File: src/rtl/key_voice_alloc.sv
// rtl/key_voice_alloc.sv - two-voice polyphony allocator for the eight piano keys
module key_voice_alloc (
  input  logic        clk,
  input  logic        reset,
  input  logic [7:0]  key,
  output logic [1:0]  voice_en,
  output logic [2:0]  voice_key0,
  output logic [2:0]  voice_key1,
  output logic [16:0] voice_div0,
  output logic [16:0] voice_div1,
  output logic [1:0]  voice_load,
  output logic        steal,
  output logic [7:0]  pending
);

  // Half-period terminal counts, C through C2.
  function automatic logic [16:0] div_lookup(input logic [2:0] idx);
    case (idx)
      3'd0:    div_lookup = 17'd95566;
      3'd1:    div_lookup = 17'd85121;
      3'd2:    div_lookup = 17'd75850;
      3'd3:    div_lookup = 17'd71592;
      3'd4:    div_lookup = 17'd63776;
      3'd5:    div_lookup = 17'd56818;
      3'd6:    div_lookup = 17'd50618;
      default: div_lookup = 17'd47774;
    endcase
  endfunction

  logic [7:0]  key_q, key_d;
  logic [7:0]  pending_q, pending_d;
  logic [1:0]  voice_en_q, voice_en_d;
  logic [2:0]  voice_key0_q, voice_key0_d;
  logic [2:0]  voice_key1_q, voice_key1_d;
  logic [16:0] voice_div0_q, voice_div0_d;
  logic [16:0] voice_div1_q, voice_div1_d;
  logic [1:0]  voice_load_q, voice_load_d;
  logic        steal_q, steal_d;
  logic        oldest_q, oldest_d;

  logic [7:0]  press, release_ev, cand;
  logic [2:0]  cand_idx;
  logic        alloc_ok;
  logic        tgt;
  logic        tgt_busy;

  // Edge detection, release handling and single per-cycle allocation.
  always_comb begin
    key_d        = key;
    pending_d    = pending_q;
    voice_en_d   = voice_en_q;
    voice_key0_d = voice_key0_q;
    voice_key1_d = voice_key1_q;
    voice_div0_d = voice_div0_q;
    voice_div1_d = voice_div1_q;
    voice_load_d = 2'b00;
    steal_d      = 1'b0;
    oldest_d     = oldest_q;
    cand_idx     = 3'd0;
    tgt          = 1'b0;
    tgt_busy     = 1'b0;

    press      = key & ~key_q;
    release_ev = key_q & ~key;
    pending_d  = (pending_q & ~release_ev) | press;

    if (voice_en_q[0] && release_ev[voice_key0_q]) voice_en_d[0] = 1'b0;
    if (voice_en_q[1] && release_ev[voice_key1_q]) voice_en_d[1] = 1'b0;

    // Only keys that were latched on an earlier edge and are still held qualify.
    cand     = pending_q & key;
    alloc_ok = (release_ev == 8'h00) && (cand != 8'h00);
    for (int i = 7; i >= 0; i--) begin
      if (cand[i]) cand_idx = 3'(i);
    end

    if (!voice_en_q[0]) begin
      tgt = 1'b0;
    end else if (!voice_en_q[1]) begin
      tgt = 1'b1;
    end else begin
      tgt      = oldest_q;
      tgt_busy = 1'b1;
    end

    if (alloc_ok) begin
      voice_en_d[tgt]   = 1'b1;
      voice_load_d[tgt] = 1'b1;
      steal_d           = tgt_busy;
      pending_d[cand_idx] = 1'b0;
      oldest_d          = ~tgt;
      if (tgt == 1'b0) begin
        voice_key0_d = cand_idx;
        voice_div0_d = div_lookup(cand_idx);
      end else begin
        voice_key1_d = cand_idx;
        voice_div1_d = div_lookup(cand_idx);
      end
    end
  end

  // State register; reset wins over every event in the same cycle.
  always_ff @(posedge clk) begin
    if (reset) begin
      key_q        <= 8'h00;
      pending_q    <= 8'h00;
      voice_en_q   <= 2'b00;
      voice_key0_q <= 3'd0;
      voice_key1_q <= 3'd0;
      voice_div0_q <= 17'd0;
      voice_div1_q <= 17'd0;
      voice_load_q <= 2'b00;
      steal_q      <= 1'b0;
      oldest_q     <= 1'b0;
    end else begin
      key_q        <= key_d;
      pending_q    <= pending_d;
      voice_en_q   <= voice_en_d;
      voice_key0_q <= voice_key0_d;
      voice_key1_q <= voice_key1_d;
      voice_div0_q <= voice_div0_d;
      voice_div1_q <= voice_div1_d;
      voice_load_q <= voice_load_d;
      steal_q      <= steal_d;
      oldest_q     <= oldest_d;
    end
  end

  assign voice_en   = voice_en_q;
  assign voice_key0 = voice_key0_q;
  assign voice_key1 = voice_key1_q;
  assign voice_div0 = voice_div0_q;
  assign voice_div1 = voice_div1_q;
  assign voice_load = voice_load_q;
  assign steal      = steal_q;
  assign pending    = pending_q;

endmodule

File: config.mk
export PLATFORM = sky130hd
export DESIGN_NAME = key_voice_alloc
export DESIGN_NICKNAME = d
export VERILOG_FILES = /design/src/rtl/key_voice_alloc.sv
export SDC_FILE = /design/constraint.sdc
export NUM_CORES = 1
export LEC_CHECK = 0
export CAP_MARGIN = 0
export CORE_ASPECT_RATIO = 0.7
export CORE_MARGIN = 2
export CORE_UTILIZATION = 38
export DETAILED_ROUTE_END_ITERATION = 10
export PLACE_DENSITY = 0.69
export SETUP_SLACK_MARGIN = 0.1
export SYNTH_ARGS = -nofsm -noshare
export SYNTH_HDL_FRONTEND = slang
export SYNTH_SLANG_ARGS = --single-unit
File: constraint.sdc
create_clock -name clk -period 4.78 [get_ports clk]
set_input_delay 0.717 -clock clk [delete_from_list [all_inputs] [get_ports clk]]
set_output_delay 0.717 -clock clk [all_outputs]
set_load 0.01 [all_outputs]
==> results.json, run 1 <==
{
  "cts_root_buf": "clkbuf_8",
  "r2r-start": "pending[1]$_SDFF_PP0_",
  "yosysUniqueCellTypes": 44,
  "synth_area_leaders": "dfxtp_1, nand2_1, nor2_1",
  "min_path_type": "flop to flop",
  "avgSynthCellArea_um2": 8.92,
  "dr_total_vias": 2610,
  "overflow": 0,
  "cts_buffers": 9,
  "n_antenna_cell": 0,
  "rsz0062_at_grt": "false",
  "port_buffers": 62,
  "power_density_nw_per_um2": 378,
  "post-route-period-util": 0.627,
  "crit_type": "primary input to flop",
  "dp.cells": 451,
  "finalNonFillerCells": 467,
  "critPathBufInv": 2,
  "syn_area_um2": 2740,
  "rows": 25,
  "yosysSeqAreaShare": 0.453,
  "async_reset_ff_frac": 0,
  "worstHoldStart": "voice_div0[8]$_SDFFE_PP0P_",
  "post-cts-setup-buffers": 0,
  "dp_hpwl_mm": 5.53,
  "die_area_um2": 7910,
  "fillers": 631,
  "grt_use_total": 0.203,
  "slew_viol_final": 0,
  "worstSetupStartpointType": "primary input",
  "cts.clk_slew.worst_paths_ps": 70,
  "crit_required_ps": 4970,
  "drt-pass1-iter-count": 5,
  "crit_path_end_kind": "flop",
  "setup_viol": 0,
  "status": "complete, no violations",
  "grt_pass1_wl_mm": 12.4,
  "hold_viol_final": 0,
  "area_growth_pct": 32.1,
  "finalNetCount": 378,
  "die_w_um": 105,
  "crit_fanout": 14,
  "io_pins": 63,
  "cp_data_arrival_time_ps": 3180,
  "worstHoldPathCells": 2,
  "r2r_end": "voice_div1[13]$_SDFFE_PP0P_",
  "drt-initial-drc-count": 200,
  "hold_buffers": 0,
  "cts-resized-gates": 0,
  "synth_ff_type": "dfxtp_1",
  "fin_crit_ps": 3000,
  "grt_pass1_vias": 2394,
  "ys_ff_latch": 62,
  "holdPathEnd": "voice_div0[8]$_SDFFE_PP0P_",
  "synth-edff-count": 0,
  "peakVddDrop_mv": 0.170,
  "p_leak_nw": 1.21,
  "total_power_mw": 1.37,
  "clock.fmax_ghz": 0.334,
  "viasPerCell": 5.59,
  "final_util": 0.528,
  "tightest_slew_ps": 1140,
  "timing.hold.ws_ps": 453,
  "wl_per_cell_um": 16.5,
  "slowest_delay_ps": 590,
  "htreeDepth": 3,
  "syn-num-nets": 317,
  "critical_path.cell_chain": "clkdlybuf4s50_1 > nor2b_1 > or4_4 > nor4_4 > buf_4 > mux2i_1 > nor2_1",
  "cap_violations": 0,
  "cts_sinks": 62,
  "fp.coreArea_um2": 6850,
  "drtAntennaViolNets": 0,
  "routed_wl_mm": 7.73,
  "antenna_found_initial": 0,
  "finClkSkew_ps": 10.5,
  "grt_start_max_net_pins": 63,
  "syn_inst": 307,
  "finalWeightedCongestion": 0.880,
  "drc": 0,
  "start_util": 0.400,
  "die_h_um": 75.0,
  "cts_tree": "done",
  "tns_ps": 0,
  "rr_worst_depth": 5,
  "yosys.area.top_type": "dfxtp_1",
  "synth_warnings": 0,
  "clk_latency_ps": 340,
  "cts_max_path_buffers": 2,
  "netlist.area_leader.share": 0.453,
  "ff2ff_setup_slack_ps": 2380,
  "crit_slowest_cell": "or4_4",
  "relSlewSlack": 0.239,
  "path_delay_family": "simple AND/OR/NAND/NOR gates",
  "drive_gt1_frac": 0.0912
}
Yosys cell counts (4+ instances only):
| cell | instances |
|---|---|
| o211ai_1 | 7 |
| nand2_1 | 40 |
| clkbuf_1 | 11 |
| nor2b_1 | 16 |
| dfxtp_1 | 62 |
| o21ai_0 | 4 |
| a221oi_1 | 8 |
| inv_1 | 6 |
| a211oi_1 | 13 |
| a22o_1 | 5 |
| a22oi_1 | 4 |
| nor2_1 | 37 |
| nor3_1 | 15 |
| a21oi_1 | 25 |
| mux4_2 | 4 |
routing by layer:
metal,wire length [um],part of all wire,GRT usage,up-vias
li1,-,-,-,1253
met1,3960,0.51,0.298,1249
met2,3160,0.41,0.287,96
met3,516,0.067,0.0545,12
met4,82,0.011,0.0756,0
met5,0,0,0,-
worst max path at each step:
stage                     cells past startpoint                          end   start
after floorplan                               6  voice_div0[14]$_SDFFE_PP0P_  key[0]
after global placement                        7   voice_key0[1]$_SDFFE_PP0P_  key[4]
after detailed placement                      7   voice_key0[1]$_SDFFE_PP0P_  key[4]
after CTS                                     7   voice_key0[1]$_SDFFE_PP0P_  key[4]
after global routing                          7   voice_key0[1]$_SDFFE_PP0P_  key[4]
final                                         7   voice_key0[1]$_SDFFE_PP0P_  key[4]
where the power goes:
| part | internal [mW] | switching (mW) | total, mW |
|---|---|---|---|
| clock network | 0.253 | 0.208 | 0.461 |
| logic | 0.137 | 0.180 | 0.317 |
| registers | 0.557 | 0.0335 | 0.591 |
| total | 0.947 | 0.422 | 1.37 |
state kept, by name (all words and copies together) (netlist names):
register,flops
steal,1
voice_en,2
voice_key1,3
voice_div0,17
voice_load,2
voice_key0,3
oldest_q,1
pending,8
key_q,8
voice_div1,17
area by class of cell:
class | count | area, um2 | area share
clock inverter | 6 | 61.3 | 0.0169
tap | 94 | 118 | 0.0325
clock buffer | 10 | 138 | 0.0380
inverter | 6 | 22.5 | 0.00623
multi-input combinational | 223 | 1390 | 0.385
sequential | 62 | 1240 | 0.343
timing repair buffer | 66 | 646 | 0.178
cells by family after synthesis:
kind of cell / after synthesis / synth area share
mux: 7 / 0.0439
fa+ha+maj: 1 / 0.00365
buf+inv: 22 / 0.0388
flops: 62 / 0.453
compound gates: 86 / 0.225
simple gates: 129 / 0.235
worst register-to-register path, stage by stage, from the launching register on:
cell and delay, ps:
dfxtp_1 450, nand2_1 130, or2_1 350, a2111oi_1 940
nor2_1 170, a211oi_1 260
cells in the final DEF (no fill, tap or decap), types with 4 or more instances in the layout:
cell,count
a22oi_1,4
o211ai_1,7
nor2b_1,16
o21ai_0,4
a21oi_1,25
clkdlybuf4s50_1,61
a211oi_1,13
clkbuf_8,10
dfxtp_1,62
mux4_2,4
nor2_1,37
inv_1,6
buf_4,4
nand2_1,40
a221oi_1,8
a22o_1,5
nor3_1,15
stage by stage:
step	setup slack, ps	instance area, um2
2_1_floorplan	2550	2740
3_3_place_gp	1510	3420
3_5_place_dp	1440	3420
4_1_cts	1810	3620
5_1_grt	1670	3620
6_report	1780	3620
Power figures use the tool's default switching activity.
==> run 2, diff against run 1 <==
- PLACE_DENSITY: 0.69 -> 0.72
- clock period: 4.78 -> 2.5 ns (I/O delays scaled with it)
==> run 2 against run 1 <==
  * Sequential share of layout area fell by 2.7 points
  * Non-clock buffer count rose by 40
  * Routed wire length rose by 1.5%
  * Power rose by 94%
  * Clock skew fell by 3.8 ps
  * Combinational power rose by 120%
  * Cell count rose by 8.6%
  * Sequential cell count did not move
  * Largest cell class unchanged
==> results.json, run 2 (same netlist as run 1, synthesis figures left out) <==
{
  "finalNetCount": 418,
  "r2r-start": "pending[4]$_SDFF_PP0_",
  "drt-pass1-iter-count": 5,
  "die_w_um": 105,
  "total_power_mw": 2.66,
  "r2r_end": "voice_div1[10]$_SDFFE_PP0P_",
  "cts_max_path_buffers": 2,
  "routed_wl_mm": 7.84,
  "drtAntennaViolNets": 0,
  "dp_hpwl_mm": 5.88,
  "grt_pass1_wl_mm": 13.0,
  "cap_violations": 0,
  "die_h_um": 75.0,
  "io_pins": 63,
  "hold_buffers": 0,
  "final_common_cell": "dfxtp_1",
  "die_area_um2": 7910,
  "htreeDepth": 3,
  "dr_total_vias": 2691,
  "antenna_found_initial": 0,
  "p_leak_nw": 1.40,
  "grt_start_max_net_pins": 63,
  "fin_crit_ps": 2320,
  "post-cts-setup-buffers": 0,
  "drive_gt1_frac": 0.182,
  "startpoint": "key[4]",
  "cts_tree": "done",
  "finClkSkew_ps": 6.68,
  "rows": 25,
  "clk_latency_ps": 350,
  "crit_type": "primary input to flop",
  "cts_buffers": 9,
  "grt_use_total": 0.210,
  "cts.clk_slew.worst_paths_ps": 70,
  "final_util": 0.573,
  "ff2ff_setup_slack_ps": 380,
  "slew_viol_final": 0,
  "clock.fmax_ghz": 0.430,
  "cts_sinks": 62,
  "cts-resized-gates": 0,
  "crit_required_ps": 2720,
  "area_growth_pct": 43.3,
  "finalWeightedCongestion": 0.924,
  "finalNonFillerCells": 507,
  "dp_slack_ps": -176,
  "post-route-period-util": 0.929,
  "hold_viol_final": 0,
  "start_util": 0.400,
  "drc": 0,
  "critPathCapture": "voice_div1[10]$_SDFFE_PP0P_",
  "crit_fanout": 6,
  "rr_worst_depth": 6,
  "rsz0062_at_grt": "false",
  "port_buffers": 62,
  "min_path_type": "flop to flop",
  "relSlewSlack": 0.570,
  "grt_pass1_vias": 2649,
  "status": "complete, no violations",
  "fin_ws_ps": 177,
  "drt-initial-drc-count": 133,
  "cp_data_arrival_time_ps": 2540,
  "wl_per_cell_um": 15.5,
  "power_density_nw_per_um2": 677,
  "overflow": 0,
  "tns_ps": 0,
  "worstSetupStartpointType": "primary input",
  "dp.cells": 491,
  "n_antenna_cell": 0,
  "fp.coreArea_um2": 6850,
  "crit_path_end_kind": "flop",
  "viasPerCell": 5.31,
  "tightest_slew_ps": 646,
  "peakVddDrop_mv": 0.353,
  "setup_viol": 0,
  "mostFrequentLayoutCells": "dfxtp_1, clkdlybuf4s50_1, buf_4",
  "cts_root_buf": "clkbuf_8"
}
## run 2: cell count changes in the layout (fill, tap and decap cells not counted), sizes merged
cell | previous run | this run
clkbuf | 10 | 11
bufinv | 1 | 0
clkinv | 4 | 3
clkinvlp | 1 | 2
buf | 5 | 45
## run 2: critical path, stage by stage
cell and delay (ps):
clkdlybuf4s50_1 500, buf_4 180, and2_1 150, o221ai_1 450
nor4_1 120, a2111oi_1 520, buf_4 200, nor3_1 40
## run 2: how the worst min path moves through the flow
stage,startpoint,to,cells past startpoint
floorplan,oldest_q$_SDFFE_PP0P_,oldest_q$_SDFFE_PP0P_,2
global placement,voice_div1[15]$_SDFFE_PP0P_,voice_div1[15]$_SDFFE_PP0P_,2
detailed placement,voice_div1[0]$_SDFFE_PP0P_,voice_div1[0]$_SDFFE_PP0P_,2
CTS,voice_div1[0]$_SDFFE_PP0P_,voice_div1[0]$_SDFFE_PP0P_,2
global route,voice_div0[0]$_SDFFE_PP0P_,voice_div0[0]$_SDFFE_PP0P_,2
finish,voice_div1[1]$_SDFFE_PP0P_,voice_div1[1]$_SDFFE_PP0P_,2
## run 2: layout make-up
cell class | count | area [um2]
clock buffers | 11 | 151
multi-input cells | 223 | 1400
well taps | 94 | 118
inverters | 6 | 22.5
fillers | 628 | 2930
flip-flops and latches | 62 | 1240
repair buffers | 106 | 958
clock inverters | 5 | 33.8
## run 2: metrics by stage
step | hold slack, ps | cell area, um2
finish | 458 | 3920
global route | 481 | 3920
CTS | 457 | 3920
detailed placement | 447 | 3730
global placement | 447 | 3730
floorplan | 444 | 2740
## run 2: report_power, final
| part | total [mW] | switching (mW) | internal [mW] |
|---|---|---|---|
| combinational | 0.708 | 0.363 | 0.345 |
| sequential | 1.13 | 0.0626 | 1.07 |
| clock | 0.822 | 0.411 | 0.411 |
| total | 2.66 | 0.837 | 1.82 |
## run 2: routing by layer
layer	global-route usage	part of all wire
met2	0.323	0.43
met4	0.0978	0.024
met1	0.283	0.48
met3	0.0519	0.068
met5	0	0
==> run 3, diff against run 2 <==
- CTS_CLUSTER_SIZE: default -> 20
- RECOVER_POWER: default -> 50
- SKIP_CTS_REPAIR_TIMING: default -> 1
==> run 3 against run 2 <==
  * Utilization about the same
  * Sequential share of layout area hardly changed
  * Die area unchanged
  * Clock power decreased by 0.9%
  * Routed wire length fell by 0.52%
  * Largest cell class unchanged
  * Maximum frequency shrank 2.3%
  * Clock-buffer cell count is the same
  * Combinational power fell by 3.1%
  * Worst hold slack lost 2.6 ps
  * Highest routed layer unchanged
  * Via count rose by 1.4%
  * Power decreased by 1.2%
==> results.json, run 3 (same netlist as run 1, synthesis figures left out) <==
{
  "status": "complete, no violations",
  "cp_data_arrival_time_ps": 2560,
  "area_growth_pct": 43.2,
  "final_common_cell": "dfxtp_1",
  "drc": 0,
  "relSlewSlack": 0.180,
  "power_density_nw_per_um2": 670,
  "drtAntennaViolNets": 0,
  "htreeDepth": 3,
  "clock.fmax_ghz": 0.421,
  "finalWeightedCongestion": 0.924,
  "die_area_um2": 7910,
  "total_power_mw": 2.63,
  "fp.coreArea_um2": 6850,
  "cts_sinks": 62,
  "crit_path_end_kind": "flop",
  "port_buffers": 62,
  "crit_type": "primary input to flop",
  "drt-pass1-iter-count": 6,
  "min_path_type": "flop to flop",
  "fin_crit_ps": 2380,
  "dp_hpwl_mm": 5.88,
  "grt_use_total": 0.210,
  "tns_ps": 0,
  "dr_total_vias": 2730,
  "slowest_delay_ps": 520,
  "dpl_cell_area_um2": 3730,
  "cap_violations": 0,
  "die_h_um": 75.0,
  "rsz0062_at_grt": "false",
  "cts_buffers": 9,
  "crit_required_ps": 2680,
  "finClkSkew_ps": 6.69,
  "fin_ws_ps": 123,
  "hold_viol_final": 0,
  "start_util": 0.400,
  "io_pins": 63,
  "routed_wl_mm": 7.80,
  "p_leak_nw": 1.55,
  "drive_gt1_frac": 0.182,
  "dp_slack_ps": -176,
  "worstSetupStartpointType": "primary input",
  "cts.clk_slew.worst_paths_ps": 70,
  "antenna_found_initial": 0,
  "rows": 25,
  "peakVddDrop_mv": 0.350,
  "fin_area_um2": 3920,
  "viasPerCell": 5.38,
  "cp_common_cell": "buf_4",
  "timing.hold.ws_ps": 456,
  "mostFrequentLayoutCells": "dfxtp_1, dlygate4sd3_1, buf_4",
  "die_w_um": 105,
  "cts_max_path_buffers": 2,
  "tightest_slew_ps": 1230,
  "critical_path.cell_chain": "clkdlybuf4s50_1 > buf_4 > and2_1 > o221ai_1 > nor4_1 > a2111oi_1 > buf_4 > nor3_1",
  "grt_start_max_net_pins": 63,
  "grt_pass1_wl_mm": 13.0,
  "setup_viol": 0,
  "finalNetCount": 418,
  "drt-initial-drc-count": 130,
  "fillers": 629,
  "overflow": 0,
  "cts_tree": "done",
  "grt_pass1_vias": 2649,
  "clk_latency_ps": 350,
  "wl_per_cell_um": 15.4,
  "crit_slowest_cell": "a2111oi_1",
  "n_antenna_cell": 0,
  "crit_fanout": 6,
  "cts_root_buf": "clkbuf_8",
  "slew_viol_final": 0,
  "post-route-period-util": 0.951
}
==> run 3: report_power, final <==
part	total [mW]	internal, mW	switching [mW]
Clock	0.815	0.411	0.404
Sequential	1.13	1.07	0.0602
Combinational	0.686	0.323	0.363
==> run 3: per-stage QoR <==
stage | instances | util
floorplan | 307 | -
global placement | 491 | 0.545
detailed placement | 491 | 0.545
CTS | 507 | 0.572
global route | 507 | 0.572
finish | 507 | 0.572
==> run 3: layout make-up <==
type | instances | area, um2 | area share
Tap cell | 94 | 118 | 0.0300
Sequential cell | 62 | 1240 | 0.317
Inverter | 6 | 22.5 | 0.00574
Timing Repair Buffer | 106 | 956 | 0.244
Clock buffer | 11 | 151 | 0.0386
Clock inverter | 5 | 33.8 | 0.00862
Multi-Input combinational cell | 223 | 1400 | 0.357
==> run 3: final timing paths <==
path                               from                     endpoint  slack, ps  cells after the start
max                              key[4]  voice_div1[10]$_SDFFE_PP0P_        120                      8
min          voice_div1[1]$_SDFFE_PP0P_   voice_div1[1]$_SDFFE_PP0P_        460                      2
max reg2reg       pending[4]$_SDFF_PP0_  voice_div1[10]$_SDFFE_PP0P_        330                      6
min reg2reg  voice_div1[1]$_SDFFE_PP0P_   voice_div1[1]$_SDFFE_PP0P_        460                      2
==> run 3: worst max-delay path, delay by kind of cell <==
kind	cells	cell delay [ps]
AO/OA/AOI/OAI	2	970
buffers and inverters	3	880
AND/OR/NAND/NOR	3	330
==> run 3: routing by layer <==
layer,GRT usage,part of all wire,routed length (um),vias up
met5,0,0,0,-
met4,0.0978,0.021,163,0
met3,0.0519,0.067,521,19
met2,0.323,0.43,3360,108
met1,0.283,0.48,3750,1273
li1,-,-,-,1330
